`config.mk`:
```
export PLATFORM = sky130hd
export DESIGN_NAME = sdr_ram_rdpipe
export DESIGN_NICKNAME = d
export VERILOG_FILES = /design/src/rtl/sdr_pkg.sv /design/src/rtl/sdr_ram_rdpipe.sv
export SDC_FILE = /design/constraint.sdc
export NUM_CORES = 1
export LEC_CHECK = 0
export ABC_CLOCK_PERIOD_IN_PS = 1700
export CAP_MARGIN = 20
export CELL_PAD_IN_SITES_DETAIL_PLACEMENT = 1
export CELL_PAD_IN_SITES_GLOBAL_PLACEMENT = 1
export CORE_AREA = 2 2 78 80
export CTS_CLUSTER_DIAMETER = 40
export DETAILED_ROUTE_END_ITERATION = 6
export DIE_AREA = 0 0 80 82
export HOLD_SLACK_MARGIN = 0.06
export PLACE_DENSITY = 0.55
export SKIP_LAST_GASP = 1
export SLEW_MARGIN = 5
export SYNTH_ARGS = -nofsm -noshare
export SYNTH_HDL_FRONTEND = slang
export SYNTH_SLANG_ARGS = --single-unit
```
`constraint.sdc`:
```
create_clock -name clk -period 1.7 [get_ports clk]
set_input_delay 0.34 -clock clk [delete_from_list [all_inputs] [get_ports clk]]
set_output_delay 0.34 -clock clk [all_outputs]
set_load 0.01 [all_outputs]
```
`src/rtl/sdr_pkg.sv`:
```
// Shared types, constants and decode helpers for the SDRAM device responder.
package sdr_pkg;

    localparam int unsigned SDR_DW = 16;
    localparam int unsigned SDR_BW = SDR_DW / 8;
    localparam int unsigned ROW_AW = 4;
    localparam int unsigned COL_AW = 6;
    localparam int unsigned BA_W   = 2;
    localparam int unsigned ADDR_W = 13;
    localparam int unsigned NBANK  = 4;
    localparam int unsigned ARR_AW = BA_W + ROW_AW + COL_AW;

    // {ras_n, cas_n, we_n} with cs_n low; cs_n high or cke low maps to NOP
    typedef enum logic [3:0] {
        CMD_LOAD_MODE    = 4'b0000,
        CMD_AUTO_REFRESH = 4'b0001,
        CMD_PRECHARGE    = 4'b0010,
        CMD_ACTIVE       = 4'b0011,
        CMD_WRITE        = 4'b0100,
        CMD_READ         = 4'b0101,
        CMD_BURST_TERM   = 4'b0110,
        CMD_NOP          = 4'b0111
    } sdr_cmd_e;

    typedef enum logic [1:0] {
        ST_IDLE,
        ST_RD,
        ST_WR
    } burst_state_e;

    localparam logic [2:0] ERR_NONE      = 3'd0;
    localparam logic [2:0] ERR_CLOSED    = 3'd1;
    localparam logic [2:0] ERR_ACT_OPEN  = 3'd2;
    localparam logic [2:0] ERR_MODE_BUSY = 3'd3;
    localparam logic [2:0] ERR_REF_OPEN  = 3'd4;

    // One read word travelling down the CAS-latency delay line
    typedef struct packed {
        logic              valid;
        logic [SDR_DW-1:0] data;
    } rd_word_t;

    function automatic sdr_cmd_e cmd_decode(input logic cke, input logic cs_n,
                                            input logic ras_n, input logic cas_n,
                                            input logic we_n);
        if (!cke || cs_n) return CMD_NOP;
        return sdr_cmd_e'({1'b0, ras_n, cas_n, we_n});
    endfunction

    function automatic logic [3:0] bl_decode(input logic [2:0] code);
        case (code)
            3'b001:  return 4'd2;
            3'b010:  return 4'd4;
            3'b011:  return 4'd8;
            default: return 4'd1;
        endcase
    endfunction

    // Only code 2 selects CL2; everything else runs at CL3
    function automatic logic cl3_decode(input logic [2:0] code);
        return code != 3'd2;
    endfunction

    // Sequential column advance, wrapping inside the aligned burst block
    function automatic logic [COL_AW-1:0] col_step(input logic [COL_AW-1:0] col,
                                                   input logic [3:0] bl);
        logic [COL_AW-1:0] wrap;
        wrap = COL_AW'(bl - 4'd1);
        return (col & ~wrap) | ((col + COL_AW'(1)) & wrap);
    endfunction

endpackage

```
`src/rtl/sdr_ram_rdpipe.sv`:
```
// Read-data delay line: CL2/CL3 alignment, 2-cycle read DQM, flush on write.
module sdr_ram_rdpipe
    import sdr_pkg::*;
(
    input  logic              clk,
    input  logic              rst,
    input  logic              cl3,
    input  logic              flush,
    input  rd_word_t          in_word,
    input  logic [SDR_BW-1:0] dqm,
    output logic [SDR_DW-1:0] dq_out,
    output logic [SDR_BW-1:0] dq_oe
);

    rd_word_t          stage2;
    rd_word_t          out_word_c;
    logic [SDR_BW-1:0] dqm_d1;
    logic [SDR_BW-1:0] dqm_d2;

    // CL3 inserts one extra stage ahead of the output register
    always_comb begin
        out_word_c = cl3 ? stage2 : in_word;
    end

    // Delay stages, DQM shift and registered pad outputs
    always_ff @(posedge clk or posedge rst) begin
        if (rst) begin
            stage2 <= '0;
            dqm_d1 <= '0;
            dqm_d2 <= '0;
            dq_out <= '0;
            dq_oe  <= '0;
        end else begin
            dqm_d1 <= dqm;
            dqm_d2 <= dqm_d1;
            dq_out <= out_word_c.data;
            if (flush) begin
                stage2 <= '0;
                dq_oe  <= '0;
            end else begin
                stage2 <= in_word;
                dq_oe  <= out_word_c.valid ? ~dqm_d2 : '0;
            end
        end
    end

endmodule

```
After elaboration in Yosys (flattened, before gate mapping)
Cells that the tools add are included.
{ "word_totals": {"elab_cells": 11, "regBits": 39, "output_inout_bits": 18} }
{ "classes": {"bitwise_logic": 1, "n_mux": 4} }
{ "op_table": {"columns": ["operator", "count"], "rows": [
  ["17-bit 2-to-1 mux", 2],
  ["2-bit 2-to-1 mux", 2],
  ["2-bit NOT", 1]
]} }

Logic depth before layout (Yosys ltp)
{ "logic_depth": {"word_depth": 3, "ltp_mapped": 3, "ltp_nobuf": 2} }

Worst setup path before layout
OpenSTA, ideal clock, no wires.
{ "synth_path": {"path_type": "input to register", "start": "input port cl3", "end": "register dq_out[10]", "slack_ps": 694, "stages": 3, "required_time_ps": 1575, "arrival_ps": 881, "path_buffers": 2, "path_cell_list": "buf_6 > buf_12 > mux2_4"} }
{ "synth_lines": {"columns": ["item", "line_no", "rtl"], "rows": [
  ["start: declaration", "sdr_ram_rdpipe.sv:7", "input logic cl3,"],
  ["end signal: assignment", "sdr_ram_rdpipe.sv:36", "dq_out <= out_word_c.data;"],
  ["end: declaration", "sdr_ram_rdpipe.sv:11", "output logic [SDR_DW-1:0] dq_out,"]
]} }

Worst setup path after layout
{ "layout_path": {"start": "register dq_out[5]", "end": "output port dq_out[5]"} }
No word-level cell between the ends.

==> run metrics <==
row cnt=28; register-to-register setup slack=0.95 ns; Netlist Area Pre-Place=~1400 um^2; Seq cells post-synth=39; status=finished, final reports clean; first-pass iteration count of the detailed router=5; top cells by area, synth=dfrtp_1 71%, mux2_4 11%, and2b_1 4.9%; Max Cap Viol=0; register area share after synthesis=between 70 and 80%; startpoint types=register; clock latency on the worst-skew pair=approximately 0.28 ns; Sw Ratio=between 20% and 30%; Mean Syn Cell Area=roughly 17 um^2; Tcrit/Tclk final=88.27%; crit path to=dq_out[5]; RSZ-0062 raised after global routing=false; combinational share of power=between 10% and 20%; root buffer cell=clkbuf_8; wirelength, routed=2549 um; total number of vias=773; multi-input logic area=355.3 um^2; PD cells=approximately 930 nW/um^2; Syn. warnings=0; vias in the first global route=843; Clk pwr share=31.8%; Slew headroom=88.07%; Netlist cell types=11; Hold Fails Final Rpt=0; Critical Path End Type=primary output; Crit path buffers/inverters=1; clk sinks=39; Worst Path Required=around 1.4 ns; DRC Markers=0; antenna-violating nets left=0; Initial Utilization=a little under a quarter; top cell type's share of synthesized area=roughly 71%; Worst Tran Pin Value=roughly 0.17 ns; worst min path class=reg -> reg; Slowest-stage cell, CP=clkdlybuf4s50_1; layout cells sized above 1=about a fifth; storage element area=975.9 um^2; largest net degree at the start of global routing=40; placed instance count=~190; Final nets=149; GPL Wtd Cong=slightly below 0.6; Reg2Reg Depth=1; peak supply drop=around 270 uV; Fmax=0.6664 GHz; CP max FO=1; synthesized net count=102; total CTS buffers=5; WL/cell=around 13 um; first-pass GRT wire length=4146 um; TNS Setup=0 ns; Final setup viols=0; clock slew at reported path FFs=about 0.070 ns; most common cell after layout, fill and taps aside=clkdlybuf4s50_1; clock tree from TritonCTS=built; die width=approximately 80 um; starting DRC count in detailed routing=34; Max Buffers Root-to-Sink=2; full die area=about 6600 um^2; remaining global-route overflow=0; critical path's largest stage delay=between 0.5 and 0.6 ns; Setup CP Type=reg -> out; post-synthesis instance total=approximately 80; fillcell total=623; synthesis-to-layout area growth=42.79%; Ports=just over 40; gr usage total=8.806%; Finished Layout Cells=~200; crit-path cells=clkdlybuf4s50_1; antenna violations before repair=0; critical path depth=1; Hold-fix buffers, CTS=0; kind of cell adding the most delay to the critical path=buffers and inverters; Yosys top cell by area=dfrtp_1; Setup Skew=between 0.003 and 0.004 ns; most frequent cells in the layout=40 x clkdlybuf4s50_1, 39 x dfrtp_1, 10 x mux2_4, 9 x and2b_1, 8 x nor2b_1; height of the die=between 80 and 90 um; worst r2r src=stage2[0]$_DFF_PP0_; diodes inserted=0; port bufs=40; WP data arrival=1.16 ns; Slew Limit Fails=0; htree depth=2; Final Critical Period=about 1.5 ns; post-cts resize count=0; via-per-instance ratio=~3.8; reg-to-reg endpoint=dq_out[0]$_DFF_PP0_; Power Internal=~1.4 mW; hpwl dp=about 1700 um; Core ar.=~5700 um^2; buffer count from post-CTS setup fixing=0; Crit. Startpoint=dq_out[5]$_DFF_PP0_; P_leak=roughly 0.90 nW; sequential share of power=between 50% and 60%; NetSw=about 400 uW
[worst min path at each step]
stage	startpoint	to	slack (ns)	depth (start not counted)
6_report	dqm_d1[0]$_DFF_PP0_	dqm_d2[0]$_DFF_PP0_	0.35	0
3_5_place_dp	dqm_d1[0]$_DFF_PP0_	dqm_d2[0]$_DFF_PP0_	0.34	0
2_1_floorplan	dqm_d1[0]$_DFF_PP0_	dqm_d2[0]$_DFF_PP0_	0.33	0
4_1_cts	dqm_d1[0]$_DFF_PP0_	dqm_d2[0]$_DFF_PP0_	0.35	0
5_1_grt	dqm_d1[0]$_DFF_PP0_	dqm_d2[0]$_DFF_PP0_	0.37	0
3_3_place_gp	dqm_d1[0]$_DFF_PP0_	dqm_d2[0]$_DFF_PP0_	0.33	0
[logic make-up after synthesis]
logic type	after synthesis	share of synthesized area [%]
simple gates	19	9.306
buf+inv	4	2.919
flops	39	71.17
mux	17	16.61
[power groups by stage]
stage / Sequential, mW / Combinational (mW) / Clock [mW]
3_5_place_dp: 1.02 / 0.250 / 0
6_report: 0.999 / 0.245 / 0.581
2_1_floorplan: 1.03 / 0.0923 / 0
4_1_cts: 1.00 / 0.252 / 0.607
5_1_grt: 1.00 / 0.268 / 0.652
3_3_place_gp: 1.01 / 0.246 / 0
[sequential cells by signal, indices dropped and copies added, names as in the netlist]
register and cells:
dq_oe 2, dq_out 16, dqm_d1 2, dqm_d2 2, stage2 17
[cells in the mapped netlist]
cell,instances
mux2_2,6
dfrtp_1,39
buf_2,1
buf_6,1
mux2_4,10
nor3_1,2
nor2b_1,8
inv_1,1
buf_12,1
mux2i_1,1
and2b_1,9
[per-stage QoR]
step	setup WS (ns)	area [um^2]	power (mW)	util [%]	hold WS, ns
final	0.1994	1958	1.825	34.08	0.3506
after global routing	0.1328	1958	1.923	34.08	0.3659
after CTS	0.1734	1958	1.860	34.08	0.3530
after detailed placement	0.1733	1877	1.269	32.67	0.3362
after global placement	0.1928	1877	1.261	32.67	0.3339
after floorplan	0.4707	1371	1.123	-	0.3312
[metal layers]
layer | share of wire (%) | global-route usage (%)
met1 | 41 | 9.862
met2 | 49 | 13.83
met3 | 7.9 | 4.066
met4 | 2.2 | 5.085
met5 | 0 | 0
[final cells by class]
cell class                 count  area share [%]
sequential                    39           49.84
timing repair buffer          43           22.88
multi-input combinational     36           18.15
tap                           75           4.792
clock buffer                   7           3.898
clock inverter                 1          0.2556
inverter                       1          0.1917
(Power assumes the default switching activity.)
